## src/rtl/i2s_pkg.sv

```systemverilog
// i2s_pkg: shared types and default sizes for the I2S receive front end.
// The default widths are also used by the equalizer top so that both
// sides agree on the audio sample width.
package i2s_pkg;

   localparam int SAMPLE_W_DEF  = 24;
   localparam int SLOT_BITS_DEF = 32;

   typedef enum logic [1:0] {
      IDLE  = 2'd0,
      SHIFT = 2'd1,
      PAD   = 2'd2
   } i2s_state_e;

endpackage

```

## src/rtl/i2s_rx_sync_edge.sv

```systemverilog
// sync_edge: SYNC_STAGES-deep synchroniser for an asynchronous input,
// followed by a registered rising-edge detector on the synchronised level.
// SYNC_STAGES must be at least 2.
module sync_edge #(
   parameter int SYNC_STAGES = 2
) (
   input  logic clk,
   input  logic rst_n,
   input  logic async_in,
   output logic level,
   output logic rise
);

   logic [SYNC_STAGES-1:0] sync_q;
   logic [SYNC_STAGES-1:0] sync_d;
   logic                   prev_q;
   logic                   prev_d;
   logic                   rise_q;
   logic                   rise_d;

   // Shift the raw input along the chain and flag a 0->1 step of its last stage
   always_comb begin
      sync_d = {sync_q[SYNC_STAGES-2:0], async_in};
      prev_d = sync_q[SYNC_STAGES-1];
      rise_d = sync_q[SYNC_STAGES-1] & ~prev_q;
   end

   // Synchroniser, previous-level and edge-pulse registers
   always_ff @(posedge clk or negedge rst_n) begin
      if (!rst_n) begin
         sync_q <= '0;
         prev_q <= 1'b0;
         rise_q <= 1'b0;
      end else begin
         sync_q <= sync_d;
         prev_q <= prev_d;
         rise_q <= rise_d;
      end
   end

   assign level = sync_q[SYNC_STAGES-1];
   assign rise  = rise_q;

endmodule

```

## src/rtl/i2s_rx.sv

```systemverilog
// i2s_rx: Philips I2S receiver. Bit clock, word select and data are
// synchronised into the clk domain; the deserialiser advances once per
// detected bclk rising edge and presents one left/right pair per frame
// with a single-cycle sample_valid strobe. Framing faults pulse frame_err.
module i2s_rx
   import i2s_pkg::*;
#(
   parameter int SAMPLE_W    = SAMPLE_W_DEF,
   parameter int SLOT_BITS   = SLOT_BITS_DEF,
   parameter int SYNC_STAGES = 2
) (
   input  logic                       clk,
   input  logic                       rst_n,
   input  logic                       en,
   input  logic                       i2s_bclk,
   input  logic                       i2s_lrclk,
   input  logic                       i2s_sdata,
   output logic signed [SAMPLE_W-1:0] audio_l,
   output logic signed [SAMPLE_W-1:0] audio_r,
   output logic                       sample_valid,
   output logic                       frame_err
);

   localparam int                CNT_W      = $clog2(SLOT_BITS + 1);
   localparam logic [CNT_W-1:0]  SAMPLE_CNT = CNT_W'(SAMPLE_W);
   localparam logic [CNT_W-1:0]  SLOT_LAST  = CNT_W'(SLOT_BITS - 1);

   logic bclk_level;
   logic bclk_rise;
   logic tick;
   logic ws;
   logic d;
   logic boundary;

   logic [SYNC_STAGES-1:0] ws_sync_q;
   logic [SYNC_STAGES-1:0] ws_sync_d;
   logic [SYNC_STAGES-1:0] sd_sync_q;
   logic [SYNC_STAGES-1:0] sd_sync_d;

   i2s_state_e                 state_q;
   i2s_state_e                 state_d;
   logic [CNT_W-1:0]           bit_cnt_q;
   logic [CNT_W-1:0]           bit_cnt_d;
   logic [CNT_W-1:0]           bit_cnt_inc;
   logic [SAMPLE_W-1:0]        shreg_q;
   logic [SAMPLE_W-1:0]        shreg_d;
   logic [SAMPLE_W-1:0]        shreg_shift;
   logic [SAMPLE_W-1:0]        hold_l_q;
   logic [SAMPLE_W-1:0]        hold_l_d;
   logic                       left_valid_q;
   logic                       left_valid_d;
   logic                       chan_q;
   logic                       chan_d;
   logic                       ws_prev_q;
   logic                       ws_prev_d;
   logic signed [SAMPLE_W-1:0] audio_l_q;
   logic signed [SAMPLE_W-1:0] audio_l_d;
   logic signed [SAMPLE_W-1:0] audio_r_q;
   logic signed [SAMPLE_W-1:0] audio_r_d;
   logic                       sample_valid_q;
   logic                       sample_valid_d;
   logic                       frame_err_q;
   logic                       frame_err_d;

   sync_edge #(
      .SYNC_STAGES (SYNC_STAGES)
   ) u_bclk_sync (
      .clk      (clk),
      .rst_n    (rst_n),
      .async_in (i2s_bclk),
      .level    (bclk_level),
      .rise     (bclk_rise)
   );

   // Level-only synchronisers for word select and data, same depth as bclk
   always_comb begin
      ws_sync_d = {ws_sync_q[SYNC_STAGES-2:0], i2s_lrclk};
      sd_sync_d = {sd_sync_q[SYNC_STAGES-2:0], i2s_sdata};
   end

   // Word select and data synchroniser registers
   always_ff @(posedge clk or negedge rst_n) begin
      if (!rst_n) begin
         ws_sync_q <= '0;
         sd_sync_q <= '0;
      end else begin
         ws_sync_q <= ws_sync_d;
         sd_sync_q <= sd_sync_d;
      end
   end

   // A tick also requires bclk to still read high, which rejects single-cycle glitches
   assign tick     = bclk_rise & bclk_level;
   assign ws       = ws_sync_q[SYNC_STAGES-1];
   assign d        = sd_sync_q[SYNC_STAGES-1];
   assign boundary = (ws != ws_prev_q);

   assign bit_cnt_inc = bit_cnt_q + 1'b1;
   assign shreg_shift = {shreg_q[SAMPLE_W-2:0], d};

   // Deserialiser FSM next-state: framing, shifting, capture and error detection
   always_comb begin
      state_d        = state_q;
      bit_cnt_d      = bit_cnt_q;
      shreg_d        = shreg_q;
      hold_l_d       = hold_l_q;
      left_valid_d   = left_valid_q;
      chan_d         = chan_q;
      ws_prev_d      = ws_prev_q;
      audio_l_d      = audio_l_q;
      audio_r_d      = audio_r_q;
      sample_valid_d = 1'b0;
      frame_err_d    = 1'b0;

      if (tick) begin
         ws_prev_d = ws;
      end

      if (!en) begin
         state_d      = IDLE;
         bit_cnt_d    = '0;
         shreg_d      = '0;
         left_valid_d = 1'b0;
      end else if (tick) begin
         unique case (state_q)
            IDLE: begin
               if (boundary && !ws) begin
                  bit_cnt_d    = '0;
                  shreg_d      = '0;
                  chan_d       = 1'b0;
                  left_valid_d = 1'b0;
                  state_d      = SHIFT;
               end
            end

            SHIFT: begin
               if (boundary) begin
                  frame_err_d  = 1'b1;
                  bit_cnt_d    = '0;
                  shreg_d      = '0;
                  left_valid_d = 1'b0;
                  chan_d       = 1'b0;
                  state_d      = ws ? IDLE : SHIFT;
               end else begin
                  shreg_d   = shreg_shift;
                  bit_cnt_d = bit_cnt_inc;
                  if (bit_cnt_inc == SAMPLE_CNT) begin
                     if (!chan_q) begin
                        hold_l_d     = shreg_shift;
                        left_valid_d = 1'b1;
                     end else begin
                        if (left_valid_q) begin
                           audio_l_d      = hold_l_q;
                           audio_r_d      = shreg_shift;
                           sample_valid_d = 1'b1;
                        end
                        left_valid_d = 1'b0;
                     end
                     state_d = PAD;
                  end
               end
            end

            PAD: begin
               if (boundary) begin
                  bit_cnt_d = '0;
                  shreg_d   = '0;
                  chan_d    = ws;
                  if (!ws) begin
                     left_valid_d = 1'b0;
                  end
                  state_d = SHIFT;
               end else if (bit_cnt_q == SLOT_LAST) begin
                  frame_err_d  = 1'b1;
                  left_valid_d = 1'b0;
                  state_d      = IDLE;
               end else begin
                  bit_cnt_d = bit_cnt_inc;
               end
            end

            default: begin
               state_d = IDLE;
            end
         endcase
      end
   end

   // Deserialiser state and registered outputs
   always_ff @(posedge clk or negedge rst_n) begin
      if (!rst_n) begin
         state_q        <= IDLE;
         bit_cnt_q      <= '0;
         shreg_q        <= '0;
         hold_l_q       <= '0;
         left_valid_q   <= 1'b0;
         chan_q         <= 1'b0;
         ws_prev_q      <= 1'b0;
         audio_l_q      <= '0;
         audio_r_q      <= '0;
         sample_valid_q <= 1'b0;
         frame_err_q    <= 1'b0;
      end else begin
         state_q        <= state_d;
         bit_cnt_q      <= bit_cnt_d;
         shreg_q        <= shreg_d;
         hold_l_q       <= hold_l_d;
         left_valid_q   <= left_valid_d;
         chan_q         <= chan_d;
         ws_prev_q      <= ws_prev_d;
         audio_l_q      <= audio_l_d;
         audio_r_q      <= audio_r_d;
         sample_valid_q <= sample_valid_d;
         frame_err_q    <= frame_err_d;
      end
   end

   assign audio_l      = audio_l_q;
   assign audio_r      = audio_r_q;
   assign sample_valid = sample_valid_q;
   assign frame_err    = frame_err_q;

endmodule
```

## config.mk

```make
export PLATFORM = sky130hd
export DESIGN_NAME = i2s_rx
export DESIGN_NICKNAME = d
export VERILOG_FILES = /design/src/rtl/i2s_pkg.sv /design/src/rtl/i2s_rx_sync_edge.sv /design/src/rtl/i2s_rx.sv
export SDC_FILE = /design/constraint.sdc
export NUM_CORES = 1
export LEC_CHECK = 0
export BUFFER_PORTS_ARGS = -buffer_cell sky130_fd_sc_hd__buf_2
export CAP_MARGIN = 10
export CORE_UTILIZATION = 50
export CTS_CLUSTER_SIZE = 12
export DETAILED_ROUTE_END_ITERATION = 8
export PLACE_DENSITY = 0.8
export SYNTH_ARGS = -nofsm -noshare
export SYNTH_HDL_FRONTEND = slang
export SYNTH_SLANG_ARGS = --single-unit
```

## constraint.sdc

```tcl
create_clock -name clk -period 3.2 [get_ports clk]
set_clock_uncertainty 0.05 [all_clocks]
set_input_delay 0 -clock clk [delete_from_list [all_inputs] [get_ports clk]]
set_output_delay 0 -clock clk [all_outputs]
set_load 0.05 [all_outputs]
```

# Yosys cells after proc, flatten, opt, wreduce, memory -nomap -nowiden
# Index checks and enable logic that the tools add are counted.
# classes
addsub	1
n_eq_ne	16
muxes	48
bitwise_logic	5
n_reduce_logical	11
# ops
cell	count
$mux W23	5
$pmux W23 S3	1
$mux W6	6
$mux W1	24
$pmux W6 S3	1
$reduce_and A6 Y1	3
$ne A4 B4 Y1 const B	4
$mux W2	7
$eq A6 B5 Y1 const B	2
$reduce_and A4 Y1	3
$reduce_and A7 Y1	1
$add A6 B1 Y6 const B	1
$ne A2 B2 Y1 const B	3
$ne A3 B3 Y1 const B	2
$pmux W1 S3	2
$pmux W2 S3	1
$ne A4 B1 Y1 const B	1
$not A1 Y1	3
$reduce_bool A3 Y1	1
$and A1 B1 Y1	2
$eq A2 B1 Y1 const B	1
$eq A2 B2 Y1 const B	1
$logic_not A2 Y1	1
$ne A2 B1 Y1 const B	1
other kinds (4)	4
# totals
reg_bits	116
inputBits	6
out_inout_bits	50
wordCells	97

# Depth between registers and ports, before layout
# Gate-level depths: netlist of run 1.
# logic_depth
depth_word	7
ltp_mapped	8
depth_no_buf	7

# Modules after synthesis
# From an unflattened synthesis of run 1, not the netlist that was laid out.
# hier_totals
cells_unflattened	359
area_unflattened_um2	4690.7
# by_module_without_submodules
mod	n_inst	cells_per_inst	area_per_inst_um2	seq_area_each_um2
i2s_rx	1	354	4576.9	2802.7
sync_edge	1	5	113.9	100.1

# Worst setup path after synthesis of run 1
# Ideal clock, no wire load.
# synth_timing
kind	register to register
from	reg bit_cnt_q[0]
to	reg audio_l_q[0], in the netlist audio_l[0]
setup_time_ns	0.127
arrival_time_ns	2.075
t_required_ns	3.023
setup_slack_ns	0.948
stages_incl_launch_ff	9
n_path_buf	2
period_less_slack_ns	2.252
path_cell_list	dfrtp_1 -> ha_1 -> nand2_1 -> nor3b_1 -> a21oi_2 -> nor4_4 -> buf_6 -> buf_6 -> mux2_1
# synth_between
elab_chain_cells	3
# synth_lines
item	line	rtl
start: declaration	i2s_rx.sv:42	logic [CNT_W-1:0] bit_cnt_q;
start signal: assignment	i2s_rx.sv:205	bit_cnt_q <= bit_cnt_d;
$add A6 B1 Y6	i2s_rx.sv:98	assign bit_cnt_inc = bit_cnt_q + 1'b1;
$eq A6 B5 Y1	i2s_rx.sv:147	if (bit_cnt_inc == SAMPLE_CNT) begin
$reduce_and A7 Y1 (no line)	n/a	
end signal: assignment	i2s_rx.sv:211	audio_l_q <= audio_l_d;
end: declaration	i2s_rx.sv:56	logic signed [SAMPLE_W-1:0] audio_l_q;
# No other way between the ends.
# A chain may end at the register's enable or synchronous reset.

# Worst setup path after layout of run 1
# layout_timing
from	reg state_q[0]
to	reg shreg_q[2]
# layout_between
elab_chain_cells	4
elab_cells_between_ends	10
cone_classes	eq/ne (5); mux (3); reduce/logical (2)
# layout_lines
item	line	rtl
start: declaration	i2s_rx.sv:40	i2s_state_e state_q;
start signal: assignment	i2s_rx.sv:204	state_q <= state_d;
$eq A2 B2 Y1, or another cell as far along	i2s_rx.sv:125	unique case (state_q)
$pmux W23 S3	i2s_rx.sv:125	
$mux W23	i2s_rx.sv:124	end else if (tick) begin
$mux W23	i2s_rx.sv:119	if (!en) begin
end signal: assignment	i2s_rx.sv:206	shreg_q <= shreg_d;
end: declaration	i2s_rx.sv:45	logic [SAMPLE_W-1:0] shreg_q;
# Several ways; a longest one is shown, not always the timed one. The select of a mux whose other input is x is not followed.

==> results.json, run 1 <==
{
  "power.leakage_nw": 2.93,
  "num_rows": 34,
  "critical_path_arrival_ns": 2.90,
  "syn_inst": 360,
  "p_sw_w": 0.000871,
  "grt_pass1_vias": 3028,
  "post-dp-hpwl_um": 5370,
  "yosysSeqAreaShare_pct": 61.8,
  "numCtsBuffers": 17,
  "cts_tree": "yes",
  "cts_resized": 0,
  "clock-root-buffer": "clkbuf_8",
  "insertion_delay_ns": 0.52,
  "grt.overflow.total": 0,
  "syn_nets": 373,
  "viasPerCell": 5.47,
  "layout.nets": 440,
  "drive_gt1_share_pct": 29.5,
  "timing.final.ws_setup_ns": 0.660,
  "clkSlewWorstSetupHoldPaths_ns": 0.06,
  "grt_pass1_wl_um": 15000,
  "finalCritPeriodShare_pct": 79.4,
  "netlist_area_sq_um": 4700,
  "vdd_drop_max_mv": 0.388,
  "multi_input_area_sq_um": 1680,
  "vias": 2998,
  "switching_share_pct": 24.1,
  "clkPwrFrac_pct": 53.2,
  "drtIter0Drc": 168,
  "setup-violations-final": 0,
  "wire_per_inst_um": 16.1,
  "hold_violations": 0,
  "mostFrequentLayoutCell": "dfrtp_1",
  "ys_ff_latch": 116,
  "diodes": 0,
  "clockBufferDepth": 2,
  "syn_to_final_growth_pct": 21.7,
  "synth_flop_cell": "dfrtp_1",
  "grt_antenna_before_repair": 0,
  "power_frac_comb_pct": 5.0,
  "grt_usage_pct": 20.2,
  "wl_met2_um": 4370,
  "required_ns": 3.56,
  "status": "finished, final reports clean",
  "m1WireLength_um": 3880,
  "synth_edf_count": 0,
  "die_area_sq_um": 9780,
  "wl_met3_um": 381,
  "endpoint_kind": "flip-flop",
  "grt_max_degree": 60,
  "wl_um": 8850,
  "tightestPinTransition_ns": 0.783,
  "ios": 56,
  "relSlewSlack_pct": 47.8,
  "setup_tns_ns": 0,
  "drtAntennaViolNets": 0,
  "fp.dieW_um": 98.9,
  "port_buffers": 55,
  "yosys_warnings": 0,
  "p_per_area_nw_per_um2": 633,
  "intPower_w": 0.00275,
  "ys_types": 43,
  "max_cap_violations": 0,
  "seq_power_share_pct": 41.8,
  "htreeDepth": 4,
  "async_reset_ff_share_pct": 100,
  "final-seq-area_sq_um": 2900,
  "rr_startpoint": "state_q[0]$_DFFE_PN0P_",
  "coreArea_sq_um": 8890,
  "rsz0062_at_grt": "no",
  "period_minus_slack_ns": 2.54,
  "slew_violations": 0,
  "layout_common_cells": "dfrtp_1 (116), nand2_1 (57), buf_2 (54), mux2_1 (40), o21ai_0 (33)",
  "cp_max_fo": 46,
  "start_util_pct": 52.8,
  "startpoint": "state_q[0]$_DFFE_PN0P_",
  "hp-class": "in2async",
  "die_y_um": 98.9,
  "pre_cts_ws_ns": 0.683,
  "max_freq_ghz": 0.394,
  "drc_errors": 0,
  "syn-mean-instance-area_sq_um": 13.0,
  "top_layer_used": "met4",
  "path_class": "reg2reg",
  "fillers": 654,
  "dr.pass1.iters": 5,
  "cts_sinks": 116,
  "critPathLaunchType": "flip-flop",
  "gp_congestion": 0.932
}
==> flip-flops by register name, summed over array words and instances, names as in the netlist, 2 cells and up <==
| signal | flops |
|---|---|
| hold_l_q | 24 |
| audio_l | 24 |
| ws_sync_q | 2 |
| shreg_q | 23 |
| audio_r | 24 |
| bit_cnt_q | 6 |
| sd_sync_q | 2 |
| u_bclk_sync.sync_q | 2 |
| state_q | 2 |
==> cell type report <==
cell class / instances / share of cell area, %
Clock inverter: 15 / 3.33
Inverter: 5 / 0.328
Tap cell: 108 / 2.36
Timing Repair Buffer: 65 / 6.61
Multi-Input combinational cell: 222 / 29.3
Sequential cell: 116 / 50.8
Clock buffer: 17 / 7.25
==> repair_timing <==
item                      4_1_cts  5_1_grt
setup buffers                   0        0
hold buffers                    5        0
hold endpoints to repair       65        0
==> final timing paths <==
| path | endpoint | slack, ns | cells after the start |
|---|---|---|---|
| max | shreg_q[2]$_DFFE_PN0P_ | 0.66 | 6 |
| min in group clk | ws_sync_q[0]$_DFF_PN0_ | 0.07 | 2 |
| max reg2reg | shreg_q[2]$_DFFE_PN0P_ | 0.66 | 6 |
| min reg2reg | u_bclk_sync.sync_q[1]$_DFF_PN0_ | 0.30 | 0 |
| max in group asynchronous | audio_r[23]$_DFFE_PN0P_ | 2.16 | 3 |
| min | u_bclk_sync.sync_q[0]$_DFF_PN0_ | 0.02 | 2 |
==> power groups by stage <==
stage	logic (W)	registers [W]	clock network, W
6_report	0.000181	0.00151	0.00193
5_1_grt	0.000204	0.00151	0.00203
4_1_cts	0.000181	0.00151	0.00195
3_5_place_dp	0.000173	0.00153	0
3_3_place_gp	0.000168	0.00153	0
2_1_floorplan	0.000114	0.00153	0
==> per-layer routing <==
metal / up-vias / track usage (%)
met4: 0 / 10.8
met1: 1483 / 24.9
met2: 83 / 32.0
li1: 1412 / -
met3: 20 / 6.10
met5: - / 0
==> stage by stage <==
stage	power, W	instance area (sq um)	util (%)	hold slack (ns)	cells
2_1_floorplan	0.00165	4700	-	-0.346	360
3_3_place_gp	0.00170	5060	56.9	0.0466	511
3_5_place_dp	0.00171	5060	56.9	0.0504	511
4_1_cts	0.00364	5720	64.3	0.0480	548
5_1_grt	0.00375	5720	64.3	0.0517	548
6_report	0.00362	5720	64.3	0.0213	548
==> critical path: stages (launching register included) <==
cell	delay, ns
dfrtp_1	0.37
inv_1	0.08
ha_1	0.22
nor2b_1	0.15
o21ai_1	0.38
nand3_2	0.71
o21ai_0	0.45
==> cells by family after synthesis <==
family / count (synthesis) / share of synthesized area (%)
buf+inv: 22 / 2.58
compound gates: 51 / 6.37
simple gates: 91 / 9.89
mux: 73 / 17.5
fa+ha+maj: 7 / 1.87
flops: 116 / 61.8
==> cell usage after synthesis (2+ instances only) <==
library cell  instances  area share (%)
a21oi_1               2            0.21
and2_1                2            0.27
and3_1                2            0.27
buf_4                 4            0.64
buf_6                 3            0.72
clkbuf_1              9            0.72
dfrtp_1             116              62
ha_1                  7             1.9
inv_1                 5            0.40
mux2_1               40             9.6
mux2_2               32             7.7
nand2_1              57             4.6
nand2b_1              2            0.27
nand3_1              10             1.1
nor2_1                2            0.16
nor2b_1               2            0.27
nor3b_1               2            0.32
nor4_4                2            0.91
o211ai_1              2            0.32
o21ai_0              33             3.5
o21ai_1               2            0.21
o31ai_1               3            0.48
(Power assumes the default switching activity.)
==> run 2, diff against run 1 <==
ABC_AREA = 1   (was unset)
clock period = 2.4 ns   (was 3.2 ns; I/O delays follow)
==> results.json, run 2 <==
{
  "status": "finished, violations left",
  "violations": "DRC",
  "mostFrequentLayoutCell": "nand2_1",
  "post-cts-setup-buffer-count": 0,
  "path_class": "reg2reg",
  "wl_met3_um": 444,
  "gp_congestion": 0.875,
  "die_y_um": 97.8,
  "drtAntennaViolNets": 0,
  "top_layer_used": "met4",
  "wire_per_inst_um": 15.5,
  "syn_to_final_growth_pct": 24.7,
  "die_area_sq_um": 9570,
  "pre_cts_ws_ns": 0.239,
  "max_freq_ghz": 0.456,
  "critPathTopFamily": "simple AND/OR/NAND/NOR gates",
  "start_util_pct": 52.2,
  "synth_edf_count": 0,
  "finish.utilization_pct": 65.0,
  "vias": 3604,
  "num_rows": 34,
  "grt.overflow.total": 0,
  "ios": 56,
  "numCtsBuffers": 17,
  "p_per_area_nw_per_um2": 883,
  "relSlewSlack_pct": 66.8,
  "max_cap_violations": 0,
  "synth_common_cells": "nand2_1 (152), dfrtp_1 (116), inv_1 (43), o21ai_1 (40), o21ai_0 (33)",
  "cts_sinks": 116,
  "period_minus_slack_ns": 2.19,
  "post-synth-top-area-fraction_pct": 63.2,
  "crit_top_cell": "nand2_1",
  "crit_path_cell_trace": "inv_1, ha_1, nand2_1, nor3_1, nand3_4, buf_12, nand2_1, o21ai_1",
  "r2r_setup_slack_ns": 0.21,
  "fillers": 679,
  "hp-class": "in2reg",
  "viasPerCell": 5.36,
  "tightestPinTransition_ns": 0.498,
  "syn_nets": 497,
  "layout.nets": 565,
  "timing.final.ws_setup_ns": 0.205,
  "intPower_w": 0.00391,
  "wl_um": 10400,
  "power.leakage_nw": 2.88,
  "critPathLaunchType": "flip-flop",
  "dp_cells": 634,
  "post-dp-hpwl_um": 6060,
  "slowest_delay_ns": 0.39,
  "yosys_warnings": 0,
  "rsz0062_at_grt": "no",
  "seq_power_share_pct": 39.8,
  "port_buffers": 55,
  "grt_antenna_before_repair": 0,
  "synthTopCellsByArea": "dfrtp_1 (63%), nand2_1 (12%), o21ai_1 (4.4%)",
  "layout_common_cells": "nand2_1 (152), dfrtp_1 (116), buf_2 (54), inv_1 (43), o21ai_1 (40)",
  "p_sw_w": 0.00115,
  "grt_usage_pct": 23.9,
  "switching_share_pct": 22.7,
  "crit_buf_inv": 2,
  "coreArea_sq_um": 8810,
  "finalCritPeriodShare_pct": 91.4,
  "insertion_delay_ns": 0.51,
  "dr.pass1.iters": 7,
  "setup_tns_ns": 0,
  "yosysSeqAreaShare_pct": 63.2,
  "critPathSlowestCell": "ha_1",
  "endpoint_kind": "flip-flop",
  "clock-root-buffer": "clkbuf_8",
  "setup-violations-final": 0,
  "critical_path_arrival_ns": 2.53,
  "netlist_area_sq_um": 4590,
  "fp.dieW_um": 97.8,
  "wl_met2_um": 5090,
  "syn-mean-instance-area_sq_um": 9.49,
  "htreeDepth": 4,
  "ys_ff_latch": 116,
  "grt_pass1_vias": 3540,
  "clkSlewWorstSetupHoldPaths_ns": 0.06,
  "grt_max_degree": 63,
  "ys_types": 24,
  "synth.most_common_cell": "nand2_1",
  "slew_violations": 0,
  "cts_tree": "yes",
  "vdd_drop_max_mv": 0.523,
  "drc_errors": 12,
  "power_frac_comb_pct": 5.9,
  "synth_flop_cell": "dfrtp_1",
  "async_reset_ff_share_pct": 100,
  "clockBufferDepth": 2,
  "clkPwrFrac_pct": 54.3,
  "syn_inst": 484,
  "diodes": 0,
  "instances_no_fill": 673,
  "cp_max_fo": 62,
  "drtIter0Drc": 355,
  "hold_violations": 0,
  "required_ns": 2.73,
  "post-synth-top-area-cell": "dfrtp_1",
  "drive_gt1_share_pct": 18.8,
  "grt_pass1_wl_um": 17700,
  "m1WireLength_um": 4680
}
[run 2: changes by cell type after synthesis, sizes merged, moves of 4 or more]
cell   previous run  this run
inv               5        44
buf               8        12
nand2            57       152
nand4             1         5
nor3              1         5
o21ai            35        77
nand3            10        33
nor2              2        12
mux2             72         0
o22ai             0         4
[run 2: power groups by stage]
stage | logic, W | clock network (W) | registers (W)
2_1_floorplan | 0.000175 | 0 | 0.00204
3_3_place_gp | 0.000272 | 0 | 0.00204
3_5_place_dp | 0.000278 | 0 | 0.00204
4_1_cts | 0.000295 | 0.00278 | 0.00201
5_1_grt | 0.000337 | 0.00288 | 0.00202
6_report | 0.000297 | 0.00275 | 0.00201
[run 2: metrics by stage]
step                      power [W]  area (sq um)  hold slack, ns
after detailed placement    0.00232          4990         -0.0659
after global routing        0.00523          5730          0.0550
after CTS                   0.00508          5720          0.0491
after floorplan             0.00222          4590          -0.346
after global placement      0.00231          4990         -0.0706
final                       0.00506          5730          0.0749
[run 2: final timing paths]
path                                                  from  cells past startpoint                               to
min in group asynchronous                            rst_n                      4           state_q[1]$_DFFE_PN0P_
min                                               i2s_bclk                      2  u_bclk_sync.sync_q[0]$_DFF_PN0_
min reg2reg                u_bclk_sync.sync_q[0]$_DFF_PN0_                      0  u_bclk_sync.sync_q[1]$_DFF_PN0_
max in group asynchronous                            rst_n                      4          shreg_q[15]$_DFFE_PN0P_
max                                 ws_sync_q[1]$_DFF_PN0_                      8          audio_r[11]$_DFFE_PN0P_
max reg2reg                         ws_sync_q[1]$_DFF_PN0_                      8          audio_r[11]$_DFFE_PN0P_
[run 2: cell families after synthesis]
family	synth area share [%]
AOI/OAI and AO/OA	10.0
adders and majority gates	1.91
buffers and inverters	6.10
DFF	63.2
muxes	0.218
and+or+nand+nor	18.6
[run 2: worst reg2reg max path: cells and delay by family, from the launching register on]
family	cells	cell delay, ns
AO/OA/AOI/OAI	1	0.08
AND/OR/NAND/NOR	4	0.91
flip-flops	1	0.35
adder cells (fa/ha/maj)	1	0.39
buffers and inverters	2	0.30
[run 2: final cells by class]
type | instances | area, sq um | share of cell area (%)
clock buffers | 18 | 428 | 7.47
multi-input cells | 303 | 1430 | 25.0
inverters | 45 | 171 | 2.99
well taps | 108 | 135 | 2.36
clock inverters | 14 | 223 | 3.89
repair buffers | 69 | 435 | 7.60
flip-flops and latches | 116 | 2900 | 50.7
[run 2: repair_timing]
item | CTS | global route
endpoints found under the hold margin | 129 | 0
resized for setup | 0 | 2
setup endpoints to repair | 0 | 18
hold buffers | 7 | 0
[run 2: layer usage]
metal  vias up  track usage [%]
met2       109             38.8
li1       1702                -
met5         -                0
met3        21             5.73
met1      1772             31.4
met4         0             8.51
==> run 3, diff against run 2 <==
BUFFER_PORTS_ARGS = unset   (was -buffer_cell sky130_fd_sc_hd__buf_2)
DONT_BUFFER_PORTS = 1   (was unset)
PLACE_DENSITY = 0.75   (was 0.8)
==> results.json, run 3 (same netlist as run 2, synthesis figures left out) <==
{
  "violations": "DRC, hold timing",
  "cts_sinks": 116,
  "grt_pass1_vias": 3244,
  "critPathSlowestCell": "dfrtp_1",
  "tightestPinTransition_ns": 0.547,
  "port_buffers": 0,
  "insertion_delay_ns": 0.51,
  "path_class": "reg2reg",
  "rr_startpoint": "bit_cnt_q[0]$_DFFE_PN0P_",
  "dr.pass1.iters": 8,
  "layout.nets": 509,
  "grt_usage_pct": 21.1,
  "finalCritPeriodShare_pct": 89.0,
  "top_usage_layer": "met2",
  "period_minus_slack_ns": 2.14,
  "drc_errors": 8,
  "drtIter0Drc": 214,
  "crit_path_cell_trace": "ha_1, nand3_1, nand2_1, nand2_1, a21oi_2, nand3_2, inv_4, nand2_1, nand2_1",
  "status": "finished, violations left",
  "rsz0062_at_grt": "no",
  "viasPerCell": 5.38,
  "endpoint_kind": "flip-flop",
  "slew_violations": 0,
  "switching_share_pct": 22.4,
  "p_per_area_nw_per_um2": 883,
  "hold_violations": 116,
  "startpoint": "bit_cnt_q[0]$_DFFE_PN0P_",
  "reg2reg_to": "audio_l[15]$_DFFE_PN0P_",
  "ios": 56,
  "setup_tns_ns": 0,
  "cts_tree": "yes",
  "cp_num_cells": 9,
  "hp-class": "in2async",
  "power_frac_comb_pct": 5.1,
  "required_ns": 2.80,
  "use_met3_pct": 7.73,
  "numCtsBuffers": 17,
  "fp.dieW_um": 97.8,
  "drtAntennaViolNets": 0,
  "p_sw_w": 0.00106,
  "relSlewSlack_pct": 63.5,
  "die_area_sq_um": 9570,
  "hold_buffers": 7,
  "start_util_pct": 52.2,
  "wl_um": 9150,
  "wire_per_inst_um": 14.8,
  "diodes": 0,
  "num_rows": 34,
  "met1_usage_pct": 28.6,
  "clkSlewWorstSetupHoldPaths_ns": 0.06,
  "seq_power_share_pct": 42.6,
  "vias": 3312,
  "max_cap_violations": 0,
  "syn_to_final_growth_pct": 16.4,
  "grt.overflow.total": 0,
  "mostFrequentLayoutCell": "nand2_1",
  "fillers": 706,
  "power.leakage_nw": 2.52,
  "critPathLaunchType": "flip-flop",
  "crit_top_cell": "nand2_1",
  "layout_common_cells": "nand2_1 (152), dfrtp_1 (116), inv_1 (43), o21ai_1 (40), o21ai_0 (33)",
  "vdd_drop_max_mv": 0.521,
  "post-dp-hpwl_um": 5720,
  "gp_congestion": 0.923,
  "critPathTopFamily": "simple AND/OR/NAND/NOR gates",
  "r2r_cells": 9,
  "gr-usage-met2_pct": 30.8,
  "grt_max_degree": 117,
  "whs_ns": -0.864,
  "coreArea_sq_um": 8810,
  "slowest_delay_ns": 0.46,
  "critical_path_arrival_ns": 2.53,
  "clockBufferDepth": 2,
  "final_cell_area_sq_um": 5350,
  "cp_max_fo": 25,
  "die_y_um": 97.8,
  "placed_area_sq_um": 4690,
  "setup-violations-final": 0,
  "intPower_w": 0.00366,
  "grt_pass1_wl_um": 15800,
  "crit_buf_inv": 1,
  "clkPwrFrac_pct": 52.2,
  "htreeDepth": 4,
  "grt_antenna_before_repair": 0,
  "post-cts-setup-buffer-count": 0,
  "endpoint": "audio_l[15]$_DFFE_PN0P_",
  "r2r_setup_slack_ns": 0.26,
  "max_freq_ghz": 0.468,
  "drive_gt1_share_pct": 9.25,
  "clock-root-buffer": "clkbuf_8"
}
[run 3: layout make-up]
| cell class | count | area, sq um | share of cell area, % |
|---|---|---|---|
| flip-flops and latches | 116 | 2900 | 54.3 |
| clock buffers | 19 | 432 | 8.07 |
| repair buffers | 13 | 128 | 2.39 |
| multi-input cells | 303 | 1420 | 26.6 |
| clock inverters | 12 | 155 | 2.90 |
| inverters | 45 | 171 | 3.21 |
| well taps | 108 | 135 | 2.53 |
[run 3: what timing repair did]
item                                    in CTS  in global routing
hold endpoints to repair                   150                116
endpoints found under the setup margin       0                  5
resized for setup                            0                  1
[run 3: layer usage]
metal | routed length [um] | up-vias | share of wire, %
li1 | - | 1595 | -
met1 | 4220 | 1596 | 46
met2 | 4120 | 103 | 45
met3 | 638 | 18 | 7.0
met4 | 170 | 0 | 1.9
met5 | 0 | - | 0
[run 3: power by group through the flow]
| stage | clock (W) | combinational (W) | sequential, W |
|---|---|---|---|
| floorplan | 0 | 0.000175 | 0.00204 |
| global placement | 0 | 0.000222 | 0.00204 |
| detailed placement | 0 | 0.000228 | 0.00205 |
| CTS | 0.00251 | 0.000242 | 0.00201 |
| global route | 0.00260 | 0.000276 | 0.00202 |
| finish | 0.00247 | 0.000243 | 0.00201 |
[run 3: worst min-delay path by stage]
stage | start | depth (start not counted) | end | slack, ns
finish | rst_n | 0 | u_bclk_sync.prev_q$_DFF_PN0_ | -0.86
global route | rst_n | 0 | u_bclk_sync.prev_q$_DFF_PN0_ | -0.89
CTS | rst_n | 0 | u_bclk_sync.prev_q$_DFF_PN0_ | -0.89
detailed placement | rst_n | 0 | u_bclk_sync.prev_q$_DFF_PN0_ | -0.34
global placement | rst_n | 0 | ws_sync_q[0]$_DFF_PN0_ | -0.34
floorplan | rst_n | 0 | audio_l[0]$_DFFE_PN0P_ | -0.35
[run 3: stage by stage]
| stage | worst slack, ns | util (%) | total power (W) | hold WS, ns | instances |
|---|---|---|---|---|---|
| 2_1_floorplan | 0.635 | - | 0.00222 | -0.346 | 484 |
| 3_3_place_gp | 0.392 | 53.3 | 0.00227 | -0.342 | 578 |
| 3_5_place_dp | 0.268 | 53.3 | 0.00227 | -0.343 | 578 |
| 4_1_cts | 0.231 | 60.7 | 0.00476 | -0.890 | 616 |
| 6_report | 0.263 | 60.7 | 0.00472 | -0.864 | 616 |
| 5_1_grt | 0.0175 | 60.7 | 0.00489 | -0.895 | 616 |
[run 3: worst reg2reg max path, cell delays in order (launching register included)]
cell,delay [ns]
dfrtp_1,0.46
ha_1,0.26
nand3_1,0.12
nand2_1,0.08
nand2_1,0.10
a21oi_2,0.20
nand3_2,0.27
inv_4,0.32
nand2_1,0.12
nand2_1,0.09
